File: config.mk
export PLATFORM = sky130hd
export DESIGN_NAME = sdram_frame_reader
export DESIGN_NICKNAME = d
export VERILOG_FILES = /design/src/rtl/sdram_frame_reader_pkg.sv /design/src/rtl/sdram_frame_reader_sync_fifo.sv /design/src/rtl/sdram_frame_reader.sv
export SDC_FILE = /design/constraint.sdc
export NUM_CORES = 1
export LEC_CHECK = 0
export CAP_MARGIN = 20
export CORE_UTILIZATION = 25
export DETAILED_ROUTE_END_ITERATION = 6
export PLACE_DENSITY_LB_ADDON = 0.08
export SETUP_SLACK_MARGIN = 0.3
export SLEW_MARGIN = 20
export SYNTH_ARGS = -nofsm -noshare
export SYNTH_HDL_FRONTEND = slang
export SYNTH_SLANG_ARGS = --single-unit
export TNS_END_PERCENT = 1
File: constraint.sdc
create_clock -name clk -period 11.09 [get_ports clk]
set_clock_uncertainty 0.1 [all_clocks]
set_input_delay 3.327 -clock clk [delete_from_list [all_inputs] [get_ports clk]]
set_output_delay 3.327 -clock clk [all_outputs]
set_load 0.03 [all_outputs]
File: src/rtl/sdram_frame_reader_pkg.sv
// sdram_frame_reader_pkg: shared state encoding, default frame base and word sizing
package sdram_frame_reader_pkg;
  typedef enum logic [1:0] {IDLE = 2'd0, FETCH = 2'd1, DRAIN = 2'd2} state_e;
  localparam logic [31:0] DEFAULT_BASE_ADDR = 32'h0800_0000;
  function automatic int word_bytes(input int dw);
    return dw / 8;
  endfunction
  localparam int WORD_BYTES = word_bytes(32);
endpackage

File: src/rtl/sdram_frame_reader_sync_fifo.sv
// sync_fifo: show-ahead FIFO with registered head word
// Ports: clk/rst_n (async active-low); push_i/din_i write; pop_i consumes dout_o; full_o/empty_o/count_o status
module sync_fifo #(
  parameter int WIDTH = 32,
  parameter int DEPTH = 8
) (
  input  logic                       clk,
  input  logic                       rst_n,
  input  logic                       push_i,
  input  logic [WIDTH-1:0]           din_i,
  input  logic                       pop_i,
  output logic [WIDTH-1:0]           dout_o,
  output logic                       full_o,
  output logic                       empty_o,
  output logic [$clog2(DEPTH+1)-1:0] count_o
);
  localparam int AW = $clog2(DEPTH);
  localparam int CW = $clog2(DEPTH+1);
  logic [WIDTH-1:0] mem [DEPTH];
  logic [AW-1:0] wr_q, wr_d, rd_q, rd_d;
  logic [CW-1:0] count_q, count_d;
  logic [WIDTH-1:0] head_q, head_d;
  logic do_push, do_pop;
  always_comb begin
    do_pop  = pop_i && count_q != '0;
    do_push = push_i && (count_q != CW'(DEPTH) || do_pop);
    rd_d    = rd_q + AW'(do_pop);
    wr_d    = wr_q + AW'(do_push);
    count_d = count_q + CW'(do_push) - CW'(do_pop);
    // the new head may be the word being written this very cycle
    head_d  = count_d == '0 ? head_q : (do_push && rd_d == wr_q) ? din_i : mem[rd_d];
  end
  always_ff @(posedge clk or negedge rst_n) begin
    if (!rst_n) begin
      wr_q    <= '0;
      rd_q    <= '0;
      count_q <= '0;
      head_q  <= '0;
    end else begin
      wr_q    <= wr_d;
      rd_q    <= rd_d;
      count_q <= count_d;
      head_q  <= head_d;
    end
  end
  always_ff @(posedge clk) begin
    if (do_push) mem[wr_q] <= din_i;
  end
  assign dout_o  = head_q;
  assign full_o  = count_q == CW'(DEPTH);
  assign empty_o = count_q == '0;
  assign count_o = count_q;
endmodule

File: src/rtl/sdram_frame_reader.sv
// sdram_frame_reader: Avalon-MM pipelined read master streaming one frame out of SDRAM
// Ports: clk/reset_n (async active-low); start -> busy/done; master_* Avalon-MM read; pix_* valid/ready stream
module sdram_frame_reader
  import sdram_frame_reader_pkg::*;
#(
  parameter int ADDRESSWIDTH = 32,
  parameter int DATAWIDTH = 32,
  parameter logic [ADDRESSWIDTH-1:0] BASE_ADDR = ADDRESSWIDTH'(DEFAULT_BASE_ADDR),
  parameter int NUM_WORDS = 307200,
  parameter int FIFO_DEPTH = 8
) (
  input  logic                    clk,
  input  logic                    reset_n,
  input  logic                    start,
  output logic                    busy,
  output logic                    done,
  output logic [ADDRESSWIDTH-1:0] master_address,
  output logic                    master_read,
  input  logic [DATAWIDTH-1:0]    master_readdata,
  input  logic                    master_readdatavalid,
  input  logic                    master_waitrequest,
  output logic [DATAWIDTH-1:0]    pix_data,
  output logic                    pix_valid,
  input  logic                    pix_ready
);
  localparam int CW = $clog2(NUM_WORDS+1);
  localparam int PW = $clog2(FIFO_DEPTH+1);
  localparam logic [CW-1:0] LAST = CW'(NUM_WORDS);
  localparam logic [PW:0] DEPTH_L = (PW+1)'(FIFO_DEPTH);
  localparam logic [ADDRESSWIDTH-1:0] STEP = ADDRESSWIDTH'(word_bytes(DATAWIDTH));
  state_e state_q, state_d;
  logic [ADDRESSWIDTH-1:0] addr_q, addr_d;
  logic read_q, read_d, busy_q, done_q, done_d;
  logic [CW-1:0] issued_q, issued_d, popped_q, popped_d;
  logic [PW-1:0] pending_q, pending_d, fifo_count, cnt_next;
  logic [PW:0] used;
  logic fifo_full, fifo_empty, accept, ret, push, pop, start_go, last_pop;
  always_comb begin
    accept    = read_q && !master_waitrequest;
    // responses with nothing outstanding are leftovers from before a reset
    ret       = master_readdatavalid && pending_q != '0;
    pop       = pix_valid && pix_ready;
    push      = ret && (!fifo_full || pop);
    start_go  = state_q == IDLE && start;
    issued_d  = start_go ? '0 : issued_q + CW'(accept);
    popped_d  = start_go ? '0 : popped_q + CW'(pop);
    pending_d = pending_q + PW'(accept) - PW'(ret);
    cnt_next  = fifo_count + PW'(push) - PW'(pop);
    last_pop  = state_q == DRAIN && pop && popped_d == LAST;
    state_d   = start_go ? FETCH :
                (state_q == FETCH && accept && issued_d == LAST) ? DRAIN :
                last_pop ? IDLE : state_q;
    // every word in flight already owns a FIFO slot, so the buffer cannot overflow
    used      = {1'b0, cnt_next} + {1'b0, pending_d};
    read_d    = (read_q && master_waitrequest) ||
                (state_d == FETCH && issued_d != LAST && used < DEPTH_L);
    addr_d    = start_go ? BASE_ADDR : accept ? addr_q + STEP : addr_q;
    done_d    = last_pop;
  end
  always_ff @(posedge clk or negedge reset_n) begin
    if (!reset_n) begin
      state_q   <= IDLE;
      addr_q    <= BASE_ADDR;
      read_q    <= 1'b0;
      busy_q    <= 1'b0;
      done_q    <= 1'b0;
      issued_q  <= '0;
      popped_q  <= '0;
      pending_q <= '0;
    end else begin
      state_q   <= state_d;
      addr_q    <= addr_d;
      read_q    <= read_d;
      busy_q    <= state_d != IDLE;
      done_q    <= done_d;
      issued_q  <= issued_d;
      popped_q  <= popped_d;
      pending_q <= pending_d;
    end
  end
  sync_fifo #(.WIDTH(DATAWIDTH), .DEPTH(FIFO_DEPTH)) u_fifo (
    .clk     (clk),
    .rst_n   (reset_n),
    .push_i  (push),
    .din_i   (master_readdata),
    .pop_i   (pop),
    .dout_o  (pix_data),
    .full_o  (fifo_full),
    .empty_o (fifo_empty),
    .count_o (fifo_count)
  );
  assign pix_valid      = !fifo_empty;
  assign busy           = busy_q;
  assign done           = done_q;
  assign master_read    = read_q;
  assign master_address = addr_q;
endmodule

==> results of run 1 <==
-- registers in the layout, indices dropped and copies added (netlist names), 2 cells and up --
register	count
state_q	2
u_fifo.count_o	4
u_fifo.dout_o	32
master_address	30
u_fifo.mem	256
popped_q	19
u_fifo.rd_q	3
u_fifo.wr_q	3
pending_q	4
issued_q	19
-- layout make-up --
| class | instances | area (µm²) |
|---|---|---|
| Fill cell | 6157 | 42740 |
| Sequential cell | 375 | 10670 |
| Multi-Input combinational cell | 594 | 4908 |
| Clock buffer | 67 | 1289 |
| Timing Repair Buffer | 122 | 1175 |
| Tap cell | 837 | 1047 |
| Inverter | 31 | 116.4 |
| Clock inverter | 15 | 110.1 |
-- cell usage after synthesis, types with 4 or more instances --
cell | count | share of area [%]
ha_1 | 27 | 2.1
buf_1 | 4 | 0.095
mux2i_1 | 33 | 2.1
mux4_2 | 64 | 9.1
buf_2 | 8 | 0.25
nor4_1 | 11 | 0.44
nand2b_1 | 4 | 0.16
nor3_1 | 12 | 0.38
nor2_1 | 72 | 1.7
xnor2_1 | 35 | 1.9
or3b_2 | 4 | 0.22
xor2_1 | 31 | 1.7
nand4_1 | 14 | 0.56
or3_1 | 13 | 0.52
and4_1 | 4 | 0.22
a21oi_1 | 15 | 0.48
edfxtp_1 | 256 | 49
inv_1 | 31 | 0.74
nand2_1 | 96 | 2.3
dfrtp_1 | 118 | 19
clkbuf_1 | 31 | 0.74
and2_1 | 6 | 0.24
nand3_1 | 25 | 0.79
o21ai_0 | 79 | 2.5
-- where the power goes --
| part | switching (µW) | internal, µW |
|---|---|---|
| logic | 1140 | 881 |
| clock network | 601 | 807 |
| registers | 143 | 1790 |
| total | 1890 | 3480 |
-- critical path: stages --
cell and delay, ps:
clkdlybuf4s50_1 430, nor2b_1 520, ha_1 370, ha_1 350, nand3_2 200, or4_1 620
or3_1 410, a21oi_2 160, nand3_1 140, o21a_1 220, a22o_1 190
-- cell families (layout without fill, tap and decap cells) --
logic type,after synthesis,count (layout),share of synthesized area [%]
AO/OA/AOI/OAI,120,120,4.318
XOR/XNOR,66,66,3.667
adder cells (fa/ha/maj),31,31,2.587
buffers and inverters,76,235,1.921
flip-flops,375,375,67.66
multiplexers,98,98,11.31
other,1,2,0.02379
AND/OR/NAND/NOR,277,277,8.509
-- layer usage --
metal	up-vias	share of wire (%)	GRT usage, %
li1	4163	-	-
met3	59	3.4	2.272
met1	4545	48	17.70
met2	131	47	20.42
met5	-	0.063	0
met4	4	2.1	3.948
-- stage by stage --
stage | util, % | instances | worst slack [ps] | instance area, µm²
2_1_floorplan | - | 1045 | 4391 | 15770
3_3_place_gp | 28.87 | 1959 | 3825 | 17910
3_5_place_dp | 28.87 | 1959 | 3820 | 17910
4_1_cts | 31.12 | 2041 | 4423 | 19310
5_1_grt | 31.12 | 2041 | 4177 | 19310
6_report | 31.12 | 2041 | 4515 | 19310
-- path summary, 6_finish.rpt --
path / startpoint / end / slack, ps / depth (start not counted)
max reg2reg: u_fifo.count_o[2]$_DFF_PN0_ / u_fifo.dout_o[8]$_DFFE_PN0P_ / 6870 / 11
min in group asynchronous: reset_n / popped_q[18]$_DFF_PN0_ / 2740 / 1
max in group asynchronous: reset_n / issued_q[2]$_DFF_PN0_ / 6980 / 2
min reg2reg: u_fifo.dout_o[20]$_DFFE_PN0P_ / u_fifo.dout_o[20]$_DFFE_PN0P_ / 380 / 2
min: u_fifo.dout_o[20]$_DFFE_PN0P_ / u_fifo.dout_o[20]$_DFFE_PN0P_ / 380 / 2
max: master_waitrequest / master_read$_DFF_PN0_ / 4510 / 11
==> flow_summary.json, run 1 <==
{
  "status": "complete, no violations",
  "io_buffers": 103,
  "root_buffer": "clkbuf_16",
  "cts_tree": "yes",
  "fin_crit_sh_pct": 59.29,
  "ant_nets": 0,
  "vdd_ir_drop_max_v": 0.0001310,
  "holdWs_ps": 381.1,
  "final_cell_mix": "256 x edfxtp_1, 118 x dfrtp_1, 102 x clkdlybuf4s50_1, 96 x nand2_1, 79 x o21ai_0",
  "worstMarginPinSlew_ps": 923.5,
  "drt-initial-drc-count": 328,
  "power-per-cell-area_mw_per_mm2": 278.0,
  "finalCriticalPeriod_ps": 6575,
  "critPathKind": "input pin to flip-flop",
  "setup_tns_ps": 0,
  "grt_pass1_vias": 9543,
  "required_ps": 11440,
  "via_per_inst": 4.362,
  "clock_path_buffers": 3,
  "synth_cell_types": 57,
  "dp_hpwl_um": 22610,
  "ys_ff_latch": 375,
  "layout.nets": 1237,
  "cts_hold_buf": 0,
  "power_leakage_uw": 0.006874,
  "p_total_uw": 5369,
  "start_util_pct": 25.40,
  "yosys_warnings": 0,
  "synth-main-ff-cell": "edfxtp_1",
  "critPathLaunchType": "input pin",
  "setup_viol": 0,
  "gp_congestion": 0.7120,
  "grt_max_degree": 75,
  "syn2layout_area_growth_pct": 22.51,
  "overflow": 0,
  "clk_pin_slew_worst_paths_ps": 60,
  "grt_pass1_wl_um": 61230,
  "yosysSeqAreaShare_pct": 67.66,
  "synthArstFlopShare_pct": 31.73,
  "num_vias": 8902,
  "end_kind": "flip-flop",
  "timing.slew.headroom_pct": 38.44,
  "cts_resized": 0,
  "hold_violations": 0,
  "routed_wl_um": 39660,
  "die_h_um": 253.1,
  "layout_commonest_cell": "edfxtp_1",
  "die_width_um": 253.1,
  "postCtsSetupBuffers": 0,
  "cp_data_arrival_time_ps": 6930,
  "drc_errors": 0,
  "synth_edf_count": 256,
  "drv_cap": 0,
  "holdCritPathClass": "flip-flop to flip-flop",
  "cts.sinks": 375,
  "syn_inst": 1044,
  "drive_gt1_share_pct": 14.45,
  "die-area_mm2": 0.06406,
  "cts_made_buffers": 45,
  "antenna_found_initial": 2,
  "synthesis.area_mm2": 0.01576,
  "slew_viol_final": 0,
  "ioPinCount": 106,
  "core_area_mm2": 0.06205,
  "fmax_mhz": 152.1,
  "drt-pass1-iter-count": 4,
  "wl_per_cell_um": 19.43,
  "antennaDiodeCount": 0,
  "fp-row-count": 91,
  "clk_latency_ps": 580,
  "htree_levels": 2,
  "track_usage_pct": 12.82,
  "crit_fanout": 8,
  "syn_area_per_cell_um2": 15.10,
  "rsz0062_at_grt": "no"
}
(Power assumes the default switching activity.)
==> inputs of run 2 (changes only) <==
==> constraint.sdc (replaced) <==
create_clock -name clk -period 5.7 [get_ports clk]
set_clock_uncertainty 0.1 [all_clocks]
set_input_delay 1.71 -clock clk [delete_from_list [all_inputs] [get_ports clk]]
set_output_delay 1.71 -clock clk [all_outputs]
set_load 0.03 [all_outputs]
==> run 2 against run 1 <==
  * Cell count rose by 0.64%
  * Sequential power rose by 93%
  * Critical path depth rose by 2
  * Flip-flop and latch count did not move
  * Core utilization rose by 0.39 points
  * Cell area rose by 1.2%
  * Hold slack barely moved
  * Register-to-register slack got worse by 5000 ps
  * Die area did not move
  * Routed wire length fell by 1.4%
  * Global-route usage fell by 0.24 points
==> flow_summary.json, run 2 (synthesized netlist as in run 1, its figures left out) <==
{
  "grt_pass1_vias": 9702,
  "power-per-cell-area_mw_per_mm2": 543.0,
  "worstMarginPinSlew_ps": 809.8,
  "largest_register_ffs": 256,
  "clk_latency_ps": 570,
  "drc_errors": 0,
  "postCtsSetupBuffers": 0,
  "hold_violations": 0,
  "cts_hold_buf": 0,
  "dp_hpwl_um": 23050,
  "drive_gt1_share_pct": 15.30,
  "cp_slowest_cell": "a21boi_0",
  "hold_depth": 2,
  "r2r_setup_slack_ps": 1840,
  "r2r-end": "u_fifo.dout_o[29]$_DFFE_PN0P_",
  "grt_max_degree": 66,
  "clock_path_buffers": 3,
  "cpMostUsedCell": "ha_1",
  "cts_resized": 0,
  "timing.slew.headroom_pct": 45.85,
  "syn2layout_area_growth_pct": 24.03,
  "drt-pass1-iter-count": 4,
  "clk_pin_slew_worst_paths_ps": 50,
  "rsz0062_at_grt": "no",
  "num_vias": 8971,
  "cts.sinks": 375,
  "start_util_pct": 25.40,
  "grt_pass1_wl_um": 60400,
  "end_kind": "flip-flop",
  "critPathLaunch": "master_readdatavalid",
  "holdCritPathClass": "flip-flop to flip-flop",
  "hold_start": "u_fifo.dout_o[26]$_DFFE_PN0P_",
  "fin_cells": 2054,
  "critPathLaunchType": "input pin",
  "whs_endpoint": "u_fifo.dout_o[26]$_DFFE_PN0P_",
  "die_h_um": 253.1,
  "final_core_util_pct": 31.51,
  "status": "complete, no violations",
  "cp_data_arrival_time_ps": 5000,
  "path_cells": "clkdlybuf4s50_1, a21boi_0, ha_1, inv_1, ha_1, a21o_1, a21oi_1, xor2_1, ha_1, or4_1, a21oi_1, o21a_1, a22o_1",
  "r2r-start": "u_fifo.count_o[2]$_DFF_PN0_",
  "cpPeakStageDelay_ps": 510,
  "ioPinCount": 106,
  "die_width_um": 253.1,
  "power_leakage_uw": 0.006988,
  "htree_levels": 2,
  "setup_viol": 0,
  "num-fill-cells": 6160,
  "vdd_ir_drop_max_v": 0.0003148,
  "track_usage_pct": 12.58,
  "antenna_found_initial": 3,
  "wl_per_cell_um": 19.04,
  "slew_viol_final": 0,
  "placed_cells": 1970,
  "core_area_mm2": 0.06205,
  "fmax_mhz": 217.7,
  "layout.nets": 1248,
  "root_buffer": "clkbuf_16",
  "via_per_inst": 4.368,
  "routed_wl_um": 39110,
  "io_buffers": 103,
  "overflow": 0,
  "ant_nets": 0,
  "required_ps": 6100,
  "finalCriticalPeriod_ps": 4593,
  "cts_tree": "yes",
  "die-area_mm2": 0.06406,
  "fp-row-count": 91,
  "p_total_uw": 10620,
  "critPathKind": "input pin to flip-flop",
  "crit_fanout": 3,
  "reg2reg_depth": 12,
  "cp_num_buf_inv": 2,
  "setup_tns_ps": 0,
  "final_cell_mix": "256 x edfxtp_1, 118 x dfrtp_1, 102 x clkdlybuf4s50_1, 96 x nand2_1, 79 x o21ai_0",
  "cts_made_buffers": 45,
  "fin_crit_sh_pct": 80.58,
  "drt-initial-drc-count": 384,
  "layout_commonest_cell": "edfxtp_1",
  "cp_top_family": "compound AO/OA/AOI/OAI gates",
  "gp_congestion": 0.7455,
  "top_register": "u_fifo.mem",
  "drv_cap": 0
}
==> run 2: cell count changes in the layout (fill, tap and decap cells not counted), sizes merged <==
cell	before	now
clkinv	13	10
inv	33	32
diode	0	1
clkbuf	67	69
buf	20	31
bufinv	0	3
==> run 2: area by class of cell <==
class / instances / area, µm² / share of cell area [%]
Timing Repair Buffer: 133 / 1358 / 6.943
Multi-Input combinational cell: 594 / 4898 / 25.05
Inverter: 31 / 116.4 / 0.5951
Sequential cell: 375 / 10670 / 54.55
Antenna cell: 1 / 2.502 / 0.01280
Clock inverter: 14 / 166.4 / 0.8511
Clock buffer: 69 / 1297 / 6.636
Tap cell: 837 / 1047 / 5.356
==> run 2: worst max-delay path by stage <==
stage,end,slack [ps],depth (start not counted)
detailed placement,state_q[0]$_DFF_PN0_,460,11
global route,master_read$_DFF_PN0_,780,13
floorplan,u_fifo.mem[0][0]$_DFFE_PP_,620,4
CTS,master_read$_DFF_PN0_,1080,13
finish,master_read$_DFF_PN0_,1110,13
global placement,master_read$_DFF_PN0_,520,13
==> run 2: power breakdown <==
group / switching (µW) / total [µW] / internal, µW / leakage, µW
logic: 2240 / 4030 / 1790 / 0.00244
registers: 258 / 3750 / 3490 / 0.00383
clock network: 1130 / 2840 / 1710 / 0.000715
==> run 2: routing by layer <==
layer	GRT usage, %	wire, µm
met1	16.39	17970
met2	20.97	18690
met3	2.539	1602
met4	3.844	826
met5	0	22
==> run 2: through the flow <==
step | cell area [µm²] | worst slack [ps] | hold WS (ps)
final | 19550 | 1107 | 380.9
after floorplan | 15770 | 617.9 | 375.1
after global routing | 19550 | 783.6 | 413.1
after global placement | 18090 | 517.8 | 367.0
after CTS | 19550 | 1077 | 387.5
after detailed placement | 18090 | 459.0 | 374.5
==> run 2: worst reg2reg max path: stages, from the launching register on <==
cell	delay (ps)
dfrtp_1	350
inv_1	90
ha_1	160
or3b_2	530
and2_1	300
ha_4	200
ha_2	200
xor2_4	210
xnor2_1	140
nand4_1	660
buf_12	420
o21ai_0	250
o21ai_0	110
==> inputs of run 3 (changes only) <==
==> constraint.sdc (replaced) <==
create_clock -name clk -period 4.55 [get_ports clk]
set_clock_uncertainty 0.1 [all_clocks]
set_input_delay 1.365 -clock clk [delete_from_list [all_inputs] [get_ports clk]]
set_output_delay 1.365 -clock clk [all_outputs]
set_load 0.03 [all_outputs]
==> run 3 against run 2 <==
  * Register-to-register slack got worse by 1100 ps
  * Routed wire length is 0.33% higher
  * Via count grew 0.10%
  * Worst setup slack worse by 440 ps
  * Sequential power increased by 25%
  * Critical path depth shrank 1
  * Cell count rose by 0.78%
  * Count of clock-buffer cells in the layout shrank 13
  * Core utilization increased by 0.27 points
  * Cell area up 0.86%
  * Combinational power grew 29%
  * Critical endpoint is now state_q[1]$_DFF_PN0_
==> flow_summary.json, run 3 (synthesized netlist as in run 1, its figures left out) <==
{
  "finalCriticalPeriod_ps": 3885,
  "routed_wl_um": 39240,
  "fin_crit_sh_pct": 85.39,
  "holdWs_ps": 377.0,
  "num-fill-cells": 6136,
  "crit_end": "state_q[1]$_DFF_PN0_",
  "p_total_uw": 13430,
  "cts_made_buffers": 44,
  "power_leakage_uw": 0.007097,
  "final_core_util_pct": 31.78,
  "worstMarginPinSlew_ps": 614.4,
  "htree_levels": 2,
  "internal_power_uw": 8807,
  "drv_cap": 0,
  "root_buffer": "clkbuf_16",
  "die-area_mm2": 0.06406,
  "cp_data_arrival_time_ps": 4240,
  "switching_share_pct": 34.43,
  "holdCritPathClass": "flip-flop to flip-flop",
  "setup_viol": 0,
  "drt-initial-drc-count": 462,
  "reg2reg_depth": 14,
  "io_buffers": 103,
  "ioPinCount": 106,
  "clk_latency_ps": 580,
  "cts.sinks": 375,
  "critPathLaunch": "pix_ready",
  "cts_tree": "yes",
  "num_vias": 8980,
  "top_register": "u_fifo.mem",
  "slew_viol_final": 0,
  "layout_commonest_cell": "edfxtp_1",
  "postCtsSetupBuffers": 0,
  "p_switching_uw": 4624,
  "r2r_setup_slack_ps": 750,
  "overflow": 0,
  "clock_path_buffers": 3,
  "ant_nets": 0,
  "required_ps": 4900,
  "rsz0062_at_grt": "no",
  "grt_max_degree": 55,
  "layout.nets": 1265,
  "syn2layout_area_growth_pct": 25.10,
  "pwr-share-seq_pct": 34.9,
  "track_usage_pct": 12.69,
  "timing.slew.headroom_pct": 59.04,
  "critPathLaunchType": "input pin",
  "via_per_inst": 4.338,
  "r2r-end": "state_q[1]$_DFF_PN0_",
  "clk_pin_slew_worst_paths_ps": 60,
  "grt_pass1_vias": 9619,
  "core_area_mm2": 0.06205,
  "fp-row-count": 91,
  "dp_hpwl_um": 23830,
  "wl_per_cell_um": 18.96,
  "drive_gt1_share_pct": 16.79,
  "fmax_mhz": 257.4,
  "status": "complete, no violations",
  "final_cell_mix": "256 x edfxtp_1, 118 x dfrtp_1, 102 x clkdlybuf4s50_1, 96 x nand2_1, 79 x o21ai_0",
  "largest_register_ffs": 256,
  "hold_violations": 0,
  "pwr-share-clk_pct": 26.5,
  "die_h_um": 253.1,
  "antenna_found_initial": 3,
  "critPathKind": "input pin to flip-flop",
  "start_util_pct": 25.40,
  "r2r-start": "u_fifo.count_o[2]$_DFF_PN0_",
  "combPwrFrac_pct": 38.6,
  "drc_errors": 0,
  "gp_congestion": 0.7216,
  "vdd_ir_drop_max_v": 0.0003754,
  "power-per-cell-area_mw_per_mm2": 681.1,
  "die_width_um": 253.1,
  "antennaDiodeCount": 0,
  "drt-pass1-iter-count": 4,
  "crit_fanout": 5,
  "end_kind": "flip-flop",
  "grt_pass1_wl_um": 60700
}
run 3: cell count changes in the layout (fill, tap and decap cells not counted), moves of 3 or more:
cell	previous run	this run
clkinv_2	5	9
buf_12	8	11
clkbuf_8	6	3
clkbuf_1	17	8
clkinv_1	4	10
buf_4	22	37
run 3: worst max-delay path: stages:
cell             delay, ps
clkdlybuf4s50_1        480
and2_1                 220
ha_1                   210
ha_1                   270
nand4_1                170
nor4_1                 370
xnor2_1                100
nor2_1                 140
nand4_1                160
o41ai_2                390
buf_4                  190
a21bo_1                190
run 3: timing repair:
item | 4_1_cts | 5_1_grt
hold buffers | 0 | 0
resized for setup | 0 | 1
endpoints found under the setup margin | 0 | 1
run 3: power by group through the flow:
stage / Combinational (µW) / Sequential (µW) / Clock (µW)
global route: 5830 / 4770 / 3820
CTS: 5400 / 4700 / 3710
finish: 5180 / 4690 / 3560
global placement: 5390 / 4760 / 0
detailed placement: 5390 / 4770 / 0
floorplan: 3130 / 5010 / 0
run 3: worst min path at each step:
stage                     slack (ps)                     startpoint  cells past startpoint                             to
after floorplan                  380       u_fifo.rd_q[1]$_DFF_PN0_                      1       u_fifo.rd_q[1]$_DFF_PN0_
after global placement           360  u_fifo.dout_o[27]$_DFFE_PN0P_                      2  u_fifo.dout_o[27]$_DFFE_PN0P_
after detailed placement         370  u_fifo.dout_o[19]$_DFFE_PN0P_                      2  u_fifo.dout_o[19]$_DFFE_PN0P_
after CTS                        390  u_fifo.dout_o[19]$_DFFE_PN0P_                      2  u_fifo.dout_o[19]$_DFFE_PN0P_
after global routing             410   u_fifo.dout_o[2]$_DFFE_PN0P_                      2   u_fifo.dout_o[2]$_DFFE_PN0P_
final                            380  u_fifo.dout_o[11]$_DFFE_PN0P_                      2  u_fifo.dout_o[11]$_DFFE_PN0P_
run 3: per-layer routing:
layer / GRT usage, % / vias up / routed length (µm)
met1: 16.43 / 4558 / 17660
met2: 21.39 / 139 / 19230
li1: - / 4229 / -
met4: 3.100 / 6 / 676
met3: 2.889 / 48 / 1637
met5: 0 / - / 40
run 3: cell type report:
type                       count  area (µm²)  share of cell area, %
clock buffer                  56        1197                  6.072
clock inverter                26       250.2                  1.269
inverter                      31       116.4                 0.5901
multi-input combinational    594        4912                  24.91
sequential                   375       10670                  54.09
tap                          837        1047                  5.311
timing repair buffer         151        1530                  7.760
run 3: through the flow:
step / worst slack (ps) / instance area [µm²] / TNS (ps) / cells
floorplan: -184.8 / 15770 / -5914 / 1045
global placement: 29.80 / 18270 / 0 / 1988
detailed placement: 2.614 / 18270 / 0 / 1988
CTS: 586.6 / 19710 / 0 / 2070
global route: 406.2 / 19720 / 0 / 2070
finish: 664.6 / 19720 / 0 / 2070
